==> config.mk <==
export PLATFORM = sky130hd
export DESIGN_NAME = eth_tx_framer
export DESIGN_NICKNAME = d
export VERILOG_FILES = /design/src/rtl/eth_tx_framer.sv
export SDC_FILE = /design/constraint.sdc
export NUM_CORES = 1
export LEC_CHECK = 0
export ABC_AREA = 1
export ABC_CLOCK_PERIOD_IN_PS = 2000
export BUFFER_PORTS_ARGS = -buffer_cell sky130_fd_sc_hd__clkbuf_2
export CORE_AREA = 2 2 114 116
export CTS_BUF_LIST = sky130_fd_sc_hd__clkbuf_4 sky130_fd_sc_hd__clkbuf_8
export CTS_CLUSTER_SIZE = 8
export DETAILED_ROUTE_END_ITERATION = 8
export DIE_AREA = 0 0 116 118
export GPL_TIMING_DRIVEN = 0
export SKIP_LAST_GASP = 1
export SYNTH_ARGS = -nofsm -noshare
export SYNTH_HDL_FRONTEND = slang
export SYNTH_SLANG_ARGS = --single-unit
export TNS_END_PERCENT = 30
==> constraint.sdc <==
create_clock -name tx_clk -period 2 [get_ports tx_clk]
set_input_delay 0.1 -clock tx_clk [delete_from_list [all_inputs] [get_ports tx_clk]]
set_output_delay 0.1 -clock tx_clk [all_outputs]
set_load 0.005 [all_outputs]
==> src/rtl/eth_tx_framer.sv <==
// Gigabit Ethernet transmit framer: wraps an accepted byte stream with preamble/SFD,
// minimum-length padding, CRC-32 FCS and the inter-frame gap, one byte per tx_clk.
module eth_tx_framer #(
    parameter int IFG_BYTES = 12,
    parameter int PAD_EN    = 1
) (
    input  logic       tx_clk,
    input  logic       rst_n,
    input  logic [7:0] in_data,
    input  logic       in_valid,
    input  logic       in_last,
    output logic       in_ready,
    output logic [7:0] tx_data,
    output logic       tx_valid,
    output logic       busy,
    output logic       frame_done,
    output logic       underrun,
    output logic [2:0] state_dbg
);

    localparam logic [2:0] S_IDLE = 3'd0;
    localparam logic [2:0] S_PRE  = 3'd1;
    localparam logic [2:0] S_DATA = 3'd2;
    localparam logic [2:0] S_PAD  = 3'd3;
    localparam logic [2:0] S_FCS  = 3'd4;
    localparam logic [2:0] S_IFG  = 3'd5;

    localparam logic [31:0] CRC_POLY = 32'hEDB8_8320;
    localparam logic [31:0] CRC_INIT = 32'hFFFF_FFFF;
    localparam logic [10:0] MIN_LEN  = 11'd60;
    localparam logic [10:0] CNT_MAX  = 11'd2047;
    localparam logic [7:0]  IFG_LAST = 8'(IFG_BYTES - 1);
    localparam bit          PAD_ON   = (PAD_EN != 0);

    // Reflected CRC-32, one byte per call, LSB of the byte processed first.
    function automatic logic [31:0] crc_byte(input logic [31:0] crc_in, input logic [7:0] d);
        logic [31:0] c;
        c = crc_in ^ {24'd0, d};
        for (int i = 0; i < 8; i++) begin
            c = c[0] ? ((c >> 1) ^ CRC_POLY) : (c >> 1);
        end
        return c;
    endfunction

    logic [2:0]  state;
    logic [31:0] crc;
    logic [10:0] byte_cnt;
    logic [7:0]  sub_cnt;

    logic [10:0] cnt_inc;
    logic [31:0] fcs;
    logic [7:0]  fcs_byte;
    logic [31:0] crc_in_next;
    logic [31:0] crc_pad_next;

    assign cnt_inc      = (byte_cnt == CNT_MAX) ? byte_cnt : byte_cnt + 11'd1;
    assign fcs          = ~crc;
    assign crc_in_next  = crc_byte(crc, in_data);
    assign crc_pad_next = crc_byte(crc, 8'h00);

    always_comb begin
        fcs_byte = fcs[7:0];
        case (sub_cnt[1:0])
            2'd0:    fcs_byte = fcs[7:0];
            2'd1:    fcs_byte = fcs[15:8];
            2'd2:    fcs_byte = fcs[23:16];
            default: fcs_byte = fcs[31:24];
        endcase
    end

    // Handshake: a byte transfers on a rising edge where in_valid and in_ready are both
    // high. in_ready is a function of state alone (high only in DATA); in_valid low while
    // in_ready is high is not a stall but an underrun that aborts the frame.
    assign in_ready  = (state == S_DATA);
    assign busy      = (state != S_IDLE);
    assign state_dbg = state;

    always_ff @(posedge tx_clk or negedge rst_n) begin
        if (!rst_n) begin
            state      <= S_IDLE;
            crc        <= CRC_INIT;
            byte_cnt   <= 11'd0;
            sub_cnt    <= 8'd0;
            tx_data    <= 8'h00;
            tx_valid   <= 1'b0;
            frame_done <= 1'b0;
            underrun   <= 1'b0;
        end else begin
            frame_done <= 1'b0;
            underrun   <= 1'b0;
            case (state)
                S_IDLE: begin
                    tx_valid <= 1'b0;
                    tx_data  <= 8'h00;
                    if (in_valid) begin
                        state    <= S_PRE;
                        tx_data  <= 8'h55;
                        tx_valid <= 1'b1;
                        crc      <= CRC_INIT;
                        byte_cnt <= 11'd0;
                        sub_cnt  <= 8'd1;
                    end
                end
                S_PRE: begin
                    // sub_cnt holds the number of preamble bytes already registered
                    if (sub_cnt == 8'd7) begin
                        tx_data <= 8'hD5;
                        state   <= S_DATA;
                        sub_cnt <= 8'd0;
                    end else begin
                        tx_data <= 8'h55;
                        sub_cnt <= sub_cnt + 8'd1;
                    end
                end
                S_DATA: begin
                    if (in_valid) begin
                        tx_data  <= in_data;
                        crc      <= crc_in_next;
                        byte_cnt <= cnt_inc;
                        if (in_last) begin
                            sub_cnt <= 8'd0;
                            if (PAD_ON && (cnt_inc < MIN_LEN)) begin
                                state <= S_PAD;
                            end else begin
                                state <= S_FCS;
                            end
                        end
                    end else begin
                        tx_valid <= 1'b0;
                        tx_data  <= 8'h00;
                        underrun <= 1'b1;
                        state    <= S_IFG;
                        sub_cnt  <= 8'd0;
                    end
                end
                S_PAD: begin
                    tx_data  <= 8'h00;
                    crc      <= crc_pad_next;
                    byte_cnt <= cnt_inc;
                    if (cnt_inc == MIN_LEN) begin
                        state <= S_FCS;
                    end
                end
                S_FCS: begin
                    tx_data <= fcs_byte;
                    if (sub_cnt == 8'd3) begin
                        frame_done <= 1'b1;
                        state      <= S_IFG;
                        sub_cnt    <= 8'd0;
                    end else begin
                        sub_cnt <= sub_cnt + 8'd1;
                    end
                end
                S_IFG: begin
                    tx_valid <= 1'b0;
                    tx_data  <= 8'h00;
                    if (sub_cnt == IFG_LAST) begin
                        state   <= S_IDLE;
                        sub_cnt <= 8'd0;
                    end else begin
                        sub_cnt <= sub_cnt + 8'd1;
                    end
                end
                default: begin
                    state    <= S_IDLE;
                    tx_valid <= 1'b0;
                    tx_data  <= 8'h00;
                    sub_cnt  <= 8'd0;
                end
            endcase
        end
    end

endmodule

-- Word-level counts from Yosys, hierarchy flattened
Index checks and enable logic that the tools add are counted.
- muxes and demuxes: 51
- reduce and logical (&&, ||, !) cells: 9
- order comparisons: 1
- add/subtract/negate cells: 2
- equality and inequality tests: 20
- div/mod/pow operators: 0
- shift operators: 0
- bitwise logic cells: 20
- $mul: 0
- operators by type and width (kind ; count):
    $mux W32 ; 18
    $not A13 Y14 ; 16
    $pmux W32 S3 ; 1
    $mux W8 ; 8
    $pmux W8 S6 ; 1
    $mux W11 ; 3
    $pmux W11 S3 ; 1
    $not A32 Y32 ; 1
    $pmux W8 S4 ; 1
    $xor A32 B8 Y32 ; 1
    $mux W3 ; 8
    $pmux W8 S3 ; 1
    $pmux W3 S6 ; 1
    $ne A2 B2 Y1 const B ; 7
    $add A11 B1 Y11 const B ; 1
    $eq A11 B11 Y1 const B ; 1
    $eq A11 B6 Y1 const B ; 1
    $lt A11 B6 Y1 const B ; 1
    $add A8 B1 Y8 const B ; 1
    $eq A8 B2 Y1 const B ; 1
    $eq A8 B3 Y1 const B ; 1
    $eq A8 B4 Y1 const B ; 1
    $mux W7 ; 1
    $eq A3 B2 Y1 const B ; 2
    other kinds (15) ; 24
- RAM bits: 0
- bits in latches: 0
- memories kept: 0
- word-level logic and storage cells: 111
- bits in read-only memories: 0
- register bits after elaboration: 65
- input port bits: 12

-- Logic depth before layout (Yosys ltp)
Gate-level depths: netlist of the first run.
- depth after elaboration: 19
- gate-level depth with buffers: 15

-- Least setup slack after synthesis of the first run
OpenSTA, ideal clock, no wires.
- path type: register to register
- start: reg byte_cnt[1]
- end: reg state[0] (netlist: state_dbg[0])
- arrival: 1656 ps
- library setup time: 116 ps
- setup slack: 228 ps
- cell stages (with the launch flop): 15
- cell sequence: dfrtp_1 > ha_1 > nand2_2 > nor2_4 > nand3_2 > buf_6 > o21ai_0 > nand2_1 > nand3b_1 > nand2_1 > nand2_1 > nand2_1 > nand2_1 > nand2_1 > nand2_1
- longest elaborated chain between the ends: 7
- elaborated cells on any way between the ends: 11
- those cells by class: 1 x add/sub; 1 x order compare; 3 x eq/ne; 5 x mux; 1 x reduce/logical
- RTL lines (what ; RTL line ; RTL):
    start, declared ; 47 ; logic [10:0] byte_cnt;
    start signal, assigned ; 119 ; byte_cnt <= cnt_inc;
    start signal, assigned ; 139 ; byte_cnt <= cnt_inc;
    $add A11 B1 Y11 / $eq A11 B11 Y1 (equally long branches) ; 56 ; assign cnt_inc = (byte_cnt == CNT_MAX) ? byte_cnt : byte_cnt + 11'd1;
    $mux W11 * ; 56 ;
    $lt A11 B6 Y1 ; 122 ; if (PAD_ON && (cnt_inc < MIN_LEN)) begin
    $mux W3 ; 122 ;
    $mux W3 ; 120 ; if (in_last) begin
    $mux W3 ; 116 ; if (in_valid) begin
    $pmux W3 S6 ; 91 ; case (state)
    end signal, assigned ; 96 ; state <= S_PRE;
    end signal, assigned ; 123 ; state <= S_PAD;
    end signal, assigned ; 125 ; state <= S_FCS;
    end, declared ; 45 ; logic [2:0] state;
Every way passes the cells marked *; elsewhere a longest branch is shown, timed or not. The select of a mux whose other input is x is not followed.
A chain may end at the register's enable or synchronous reset.

-- Worst setup path after layout of the first run
- start: reg state[2] (netlist: state_dbg[2])
- end: out in_ready
- longest elaborated chain between the ends: 1
- RTL lines (what ; RTL line ; RTL):
    start signal, assigned ; 80 ; state <= S_IDLE;
    start signal, assigned ; 96 ;
    start signal, assigned ; 108 ; state <= S_DATA;
    $eq A3 B2 Y1 ; 74 ; assign in_ready = (state == S_DATA);
    end, declared ; 12 ; output logic in_ready,
Every way passes these cells.

==> results.cfg, run 1 <==
[setup_path]
cp_slowest_cell = buf_1
worstPathCellList = inv_2 -> nand2_2 -> nor2_4 -> buf_1 -> clkbuf_2
worstPathArrival_ns = 1.90
critPathLaunchType = register
r2r_slack_ns = -0.002
worstSetupPathType = register to output port
crit_path_end_kind = output port
crit-reg2reg-launch = crc[2]
critPathMaxFanout = 10
cp_data_required_time_ns = 1.90
startpoint = state_dbg[2]
cp_slowest_stage_delay_ns = 0.46

[grt]
use_met3 = 0.0757
overflow = 0
use_met2 = 0.434
antenna_found_initial = 0
grt_pass1_wl_um = 28300
grt_max_degree = 55
grt_busiest_layer = met2
track_usage = 0.273
first_global_vias = 5313
grtUsageMet1 = 0.342

[detailed_routing]
finalWirelength_um = 18600
ant_nets = 0
wl_per_cell_um = 18.4
viasPerCell = 5.44
drc = 0
num_vias = 5518
dr.pass1.iters = 5
drt-initial-drc-count = 441

[cts]
clk_pin_slew_ns = 0.07
cts_tree = yes
clock_latency_ns = 0.38
cts_max_level = 3
cts_made_buffers = 9
cts_buffer_depth = 2
root_buffer = clkbuf_8
clock_sinks = 65

[synth]
synthCells = 747
synth_nets = 764
ys_seq_elements = 65
ys_seq_area_frac = 0.305
yosys_warnings = 0
synth_area_per_cell_um2 = 7.30
synth_area_um2 = 5460
ys_types = 49

[hold_path]
worstHoldStart = in_data[3]
hp-class = input pin to register

[placement]
io_buffers = 26
pre_cts_slack_ns = -0.321
post_dp_cell_area_um2 = 5830
placed_cells = 946
place.gp.congestion = 0.940
dp_hpwl_um = 13000

[timing]
rsz0062_at_grt = yes
slew_headroom = 0.641
final_max_slew_viol_count = 0
fin_ws_ns = -0.00165
fin_crit_sh = 1.00
worst_pin_slew_ns = 0.538
tns_ns = -0.00165
fmax_ghz = 0.500
finalHoldViolCount = 0
period_minus_slack_ns = 2.00
setup_viol = 1
whs_ns = 0.0417
fin_skew_ns = 0.00926

[die]
initial_core_util = 0.440
die_w_um = 116
core_area_um2 = 12400
fp.dieH_um = 118
num_rows = 41
io-pin-count = 28
die_area_um2 = 13700

[pwr]
ir_drop_v = 0.000415
power_density_nw_per_um2 = 448
p_leak_nw = 3.28
power_mw = 3.08

[outcome]
violations = negative setup slack
status = complete, but fails checks

[layout]
drive_gt1_frac = 0.302
postLayoutCellArea_um2 = 6890
final_cells = 1015
seqCellArea_um2 = 1670
fin_nets = 855
fillers = 1197
fin_util = 0.555
area_growth_pct = 26.2
antenna_cells = 0
multi_input_area_um2 = 3580

[run]
cap_violations = 0
## registers in the layout (all words and copies together) (netlist names)
name / flops
crc: 32
byte_cnt: 11
sub_cnt: 8
tx_data: 8
state_dbg: 3
frame_done: 1
tx_valid: 1
underrun: 1
## routing by layer
layer	wire [um]	vias up
li1	-	2602
met1	7590	2617
met2	8760	238
met3	1480	61
met4	822	0
met5	0	-
## critical path: cells and delay by family, from the launching register on
| kind | cells | cell delay, ns |
|---|---|---|
| buffers and inverters | 3 | 0.79 |
| DFF | 1 | 0.41 |
| and+or+nand+nor | 2 | 0.33 |
## power by group
group / leakage (nW) / internal [mW] / switching, mW
logic: 2.49 / 0.161 / 0.241
clock network: 0.123 / 0.804 / 0.559
registers: 0.672 / 1.32 / 0.000740
total: 3.28 / 2.28 / 0.801
## cell type report
cell class              instances  share of cell area
flip-flops and latches         65               0.242
clock buffers                  12              0.0240
multi-input cells             555               0.520
inverters                     105              0.0598
plain buffers                  21              0.0276
repair buffers                 81              0.0843
well taps                     172              0.0312
clock inverters                 4              0.0107
## cells by family (layout without fill, tap and decap cells)
| group | Yosys count | in the layout | share of synthesized area |
|---|---|---|---|
| and+or+nand+nor | 305 | 305 | 0.247 |
| AOI/OAI and AO/OA | 141 | 141 | 0.160 |
| buffers and inverters | 127 | 223 | 0.0981 |
| xor gates and xnor gates | 104 | 104 | 0.178 |
| DFF | 65 | 65 | 0.305 |
| adders and majority gates | 5 | 5 | 0.0115 |
## path summary, 6_finish.rpt
| kind | to | depth (start not counted) |
|---|---|---|
| max | in_ready | 5 |
| min | crc[11] | 3 |
| max reg2reg | crc[19] | 13 |
| min reg2reg | crc[31] | 2 |
| max in group asynchronous | crc[12] | 3 |
| min in group asynchronous | tx_data[5] | 2 |
## placed cells by master, fill, tap and decap left out, drive strengths merged, types with 8 or more instances in the layout
master,instances
nand2,187
inv,102
xor2,72
buf,68
nor2,54
o21ai,51
clkbuf,44
nand3,38
dfrtp,33
a21oi,33
dfstp,32
xnor2,32
o22ai,12
or2,11
o221ai,9
a31oi,9
a32oi,9
nor3,8
## timing repair
| action | in CTS | in global routing |
|---|---|---|
| buffers inserted | 3 | 48 |
| hold endpoints to repair | 42 | 0 |
| endpoints found under the setup margin | 48 | 56 |
| gates cloned | 0 | 1 |
| pin swaps | 2 | 17 |
| gates resized for setup | 18 | 92 |
| hold buffers | 2 | 0 |
## cell usage after synthesis (all sizes together)
cell | instances | area (um^2)
nand2b | 1 | 6.26
o21a | 1 | 7.51
nand3b | 2 | 15.0
clkbuf | 4 | 15.0
a21oi | 33 | 173
xor2 | 72 | 646
nand4 | 4 | 25.0
nand3 | 38 | 200
a211oi | 1 | 7.51
nor2 | 54 | 235
ha | 5 | 62.6
a21o | 1 | 7.51
a221oi | 3 | 26.3
o221ai | 9 | 78.8
a22oi | 4 | 30.0
a31oi | 9 | 56.3
o21ai | 51 | 263
inv | 104 | 390
clkinv | 1 | 3.75
dfrtp | 33 | 826
a22o | 1 | 10.0
o22ai | 12 | 75.1
a2bb2oi | 3 | 26.3
buf | 18 | 126
or2 | 11 | 68.8
xnor2 | 32 | 325
o211ai | 3 | 22.5
nor3 | 8 | 40.0
nand2 | 187 | 759
o2111ai | 1 | 8.76
a32oi | 9 | 78.8
dfstp | 32 | 841
Power figures use the tool's default switching activity.
==> run 2, diff against run 1 <==
- SKIP_LAST_GASP: 1 -> not set
==> results.cfg, run 2 (same netlist as run 1, synthesis figures left out) <==
[detailed_routing]
drt-initial-drc-count = 435
ant_nets = 0
dr.pass1.iters = 5
viasPerCell = 5.44
finalWirelength_um = 18900
drc = 0
wl_per_cell_um = 18.6
num_vias = 5537

[layout]
fillers = 1181
largest_register = crc
fin_nets = 857
layout_commonest_cell = nand2_1
top_regs = crc: 32 flops, byte_cnt: 11 flops
antenna_cells = 0
postLayoutCellArea_um2 = 6930
area_growth_pct = 27.1
drive_gt1_frac = 0.304
seqCellArea_um2 = 1670
multi_input_area_um2 = 3610
largest_reg_flops = 32
final_cell_mix = 158 x nand2_1, 85 x inv_1, 62 x xor2_1

[setup_path]
worstPathCellList = buf_12 -> inv_2 -> nand2_4 -> nand2_8 -> xor2_4 -> nand2_1 -> nand2_2 -> inv_1 -> nand2_1 -> nand2_1 -> nand2_1 -> nand3_2 -> nand2_1 -> inv_1
r2r_slack_ns = 0.008
crit_path_end_kind = register
cpMostUsedCell = nand2_1
cp_slowest_cell = dfstp_2
critPathTopFamily = simple AND/OR/NAND/NOR gates
critPathMaxFanout = 10
cp_data_required_time_ns = 2.31
worstSetupPathType = register to register
cp_num_buf_inv = 4
critPathLaunchType = register
worstPathArrival_ns = 2.31
cp_slowest_stage_delay_ns = 0.55

[pwr]
p_comb_frac = 0.136
clock_power_share = 0.440
seqPwrFrac = 0.424
ir_drop_v = 0.000426
p_int_mw = 2.30
switching_share = 0.262
power_mw = 3.11
power_density_nw_per_um2 = 448
p_leak_nw = 3.32
p_switching_uw = 814

[cts]
cts_tree = yes
cts_max_level = 3
root_buffer = clkbuf_8
clock_latency_ns = 0.38
clock_sinks = 65
cts_buffer_depth = 2
clk_pin_slew_ns = 0.07
cts_made_buffers = 9

[timing]
worst_pin_slew_ns = 0.551
fin_ws_ns = 0.00808
rsz0062_at_grt = yes
finalHoldViolCount = 0
slew_headroom = 0.629
fmax_ghz = 0.502
fin_crit_sh = 0.996
period_minus_slack_ns = 1.99
final_max_slew_viol_count = 0
fin_skew_ns = 0.00995
setup_viol = 0

[hold_path]
hp-class = input pin to register

[die]
fp.dieH_um = 118
num_rows = 41
die_area_um2 = 13700
core_area_um2 = 12400
die_w_um = 116
io-pin-count = 28
initial_core_util = 0.440

[grt]
grt_pass1_wl_um = 28300
antenna_found_initial = 0
overflow = 0
grt_max_degree = 55
first_global_vias = 5313
track_usage = 0.273

[placement]
place.gp.congestion = 0.940
dp_hpwl_um = 13000
pre_cts_slack_ns = -0.321
post_dp_cell_area_um2 = 5830
io_buffers = 26

[outcome]
status = finished clean

[run]
cap_violations = 0
run 2: path summary, 6_finish.rpt:
check | from | end | cells past startpoint
worst max register to register | crc[1] | crc[20] | 14
worst min register to register | crc[31] | crc[31] | 2
max in group asynchronous | rst_n | crc[12] | 3
min in group asynchronous | rst_n | tx_data[5] | 2
worst min-delay path | in_data[3] | crc[11] | 3
worst max-delay path | crc[1] | crc[20] | 14
run 2: worst min-delay path, stage by stage:
cell and delay [ns]:
clkbuf_2 0.12, a21oi_1 0.07, a2bb2oi_1 0.12
run 2: routing by layer:
metal | global-route usage | share of wire | vias to the layer above
met4 | 0.121 | 0.048 | 0
met5 | 0 | 0 | -
met2 | 0.434 | 0.47 | 240
li1 | - | - | 2601
met3 | 0.0757 | 0.086 | 70
met1 | 0.343 | 0.39 | 2626
run 2: timing repair:
action,CTS,global route
setup buffers,3,51
hold buffers,2,0
resized for setup,24,88
endpoints found under the hold margin,42,0
pin swaps,5,21
setup endpoints to repair,48,53
run 2: power groups by stage:
stage / sequential (mW) / clock [mW] / combinational, mW
6_report: 1.32 / 1.37 / 0.422
5_1_grt: 1.32 / 1.46 / 0.458
4_1_cts: 1.32 / 1.40 / 0.315
3_5_place_dp: 1.34 / 0 / 0.297
3_3_place_gp: 1.34 / 0 / 0.286
2_1_floorplan: 1.34 / 0 / 0.195
run 2: area by class of cell:
type                            count  area share
Timing Repair Buffer               83      0.0886
Clock inverter                      4      0.0106
Sequential cell                    65       0.241
Clock buffer                       12      0.0238
Buffer                             21      0.0263
Multi-Input combinational cell    555       0.520
Tap cell                          172      0.0310
Inverter                          105      0.0585
run 2: through the flow:
| step | utilization | setup TNS, ns | hold WS [ns] | cells |
|---|---|---|---|---|
| final | 0.559 | 0 | 0.0432 | 1017 |
| after floorplan | - | 0 | -0.196 | 747 |
| after global routing | 0.559 | -0.626 | 0.0533 | 1017 |
| after detailed placement | 0.470 | -8.22 | -0.00188 | 946 |
| after global placement | 0.467 | -8.03 | 0.391 | 945 |
| after CTS | 0.501 | -0.708 | 0.0273 | 967 |
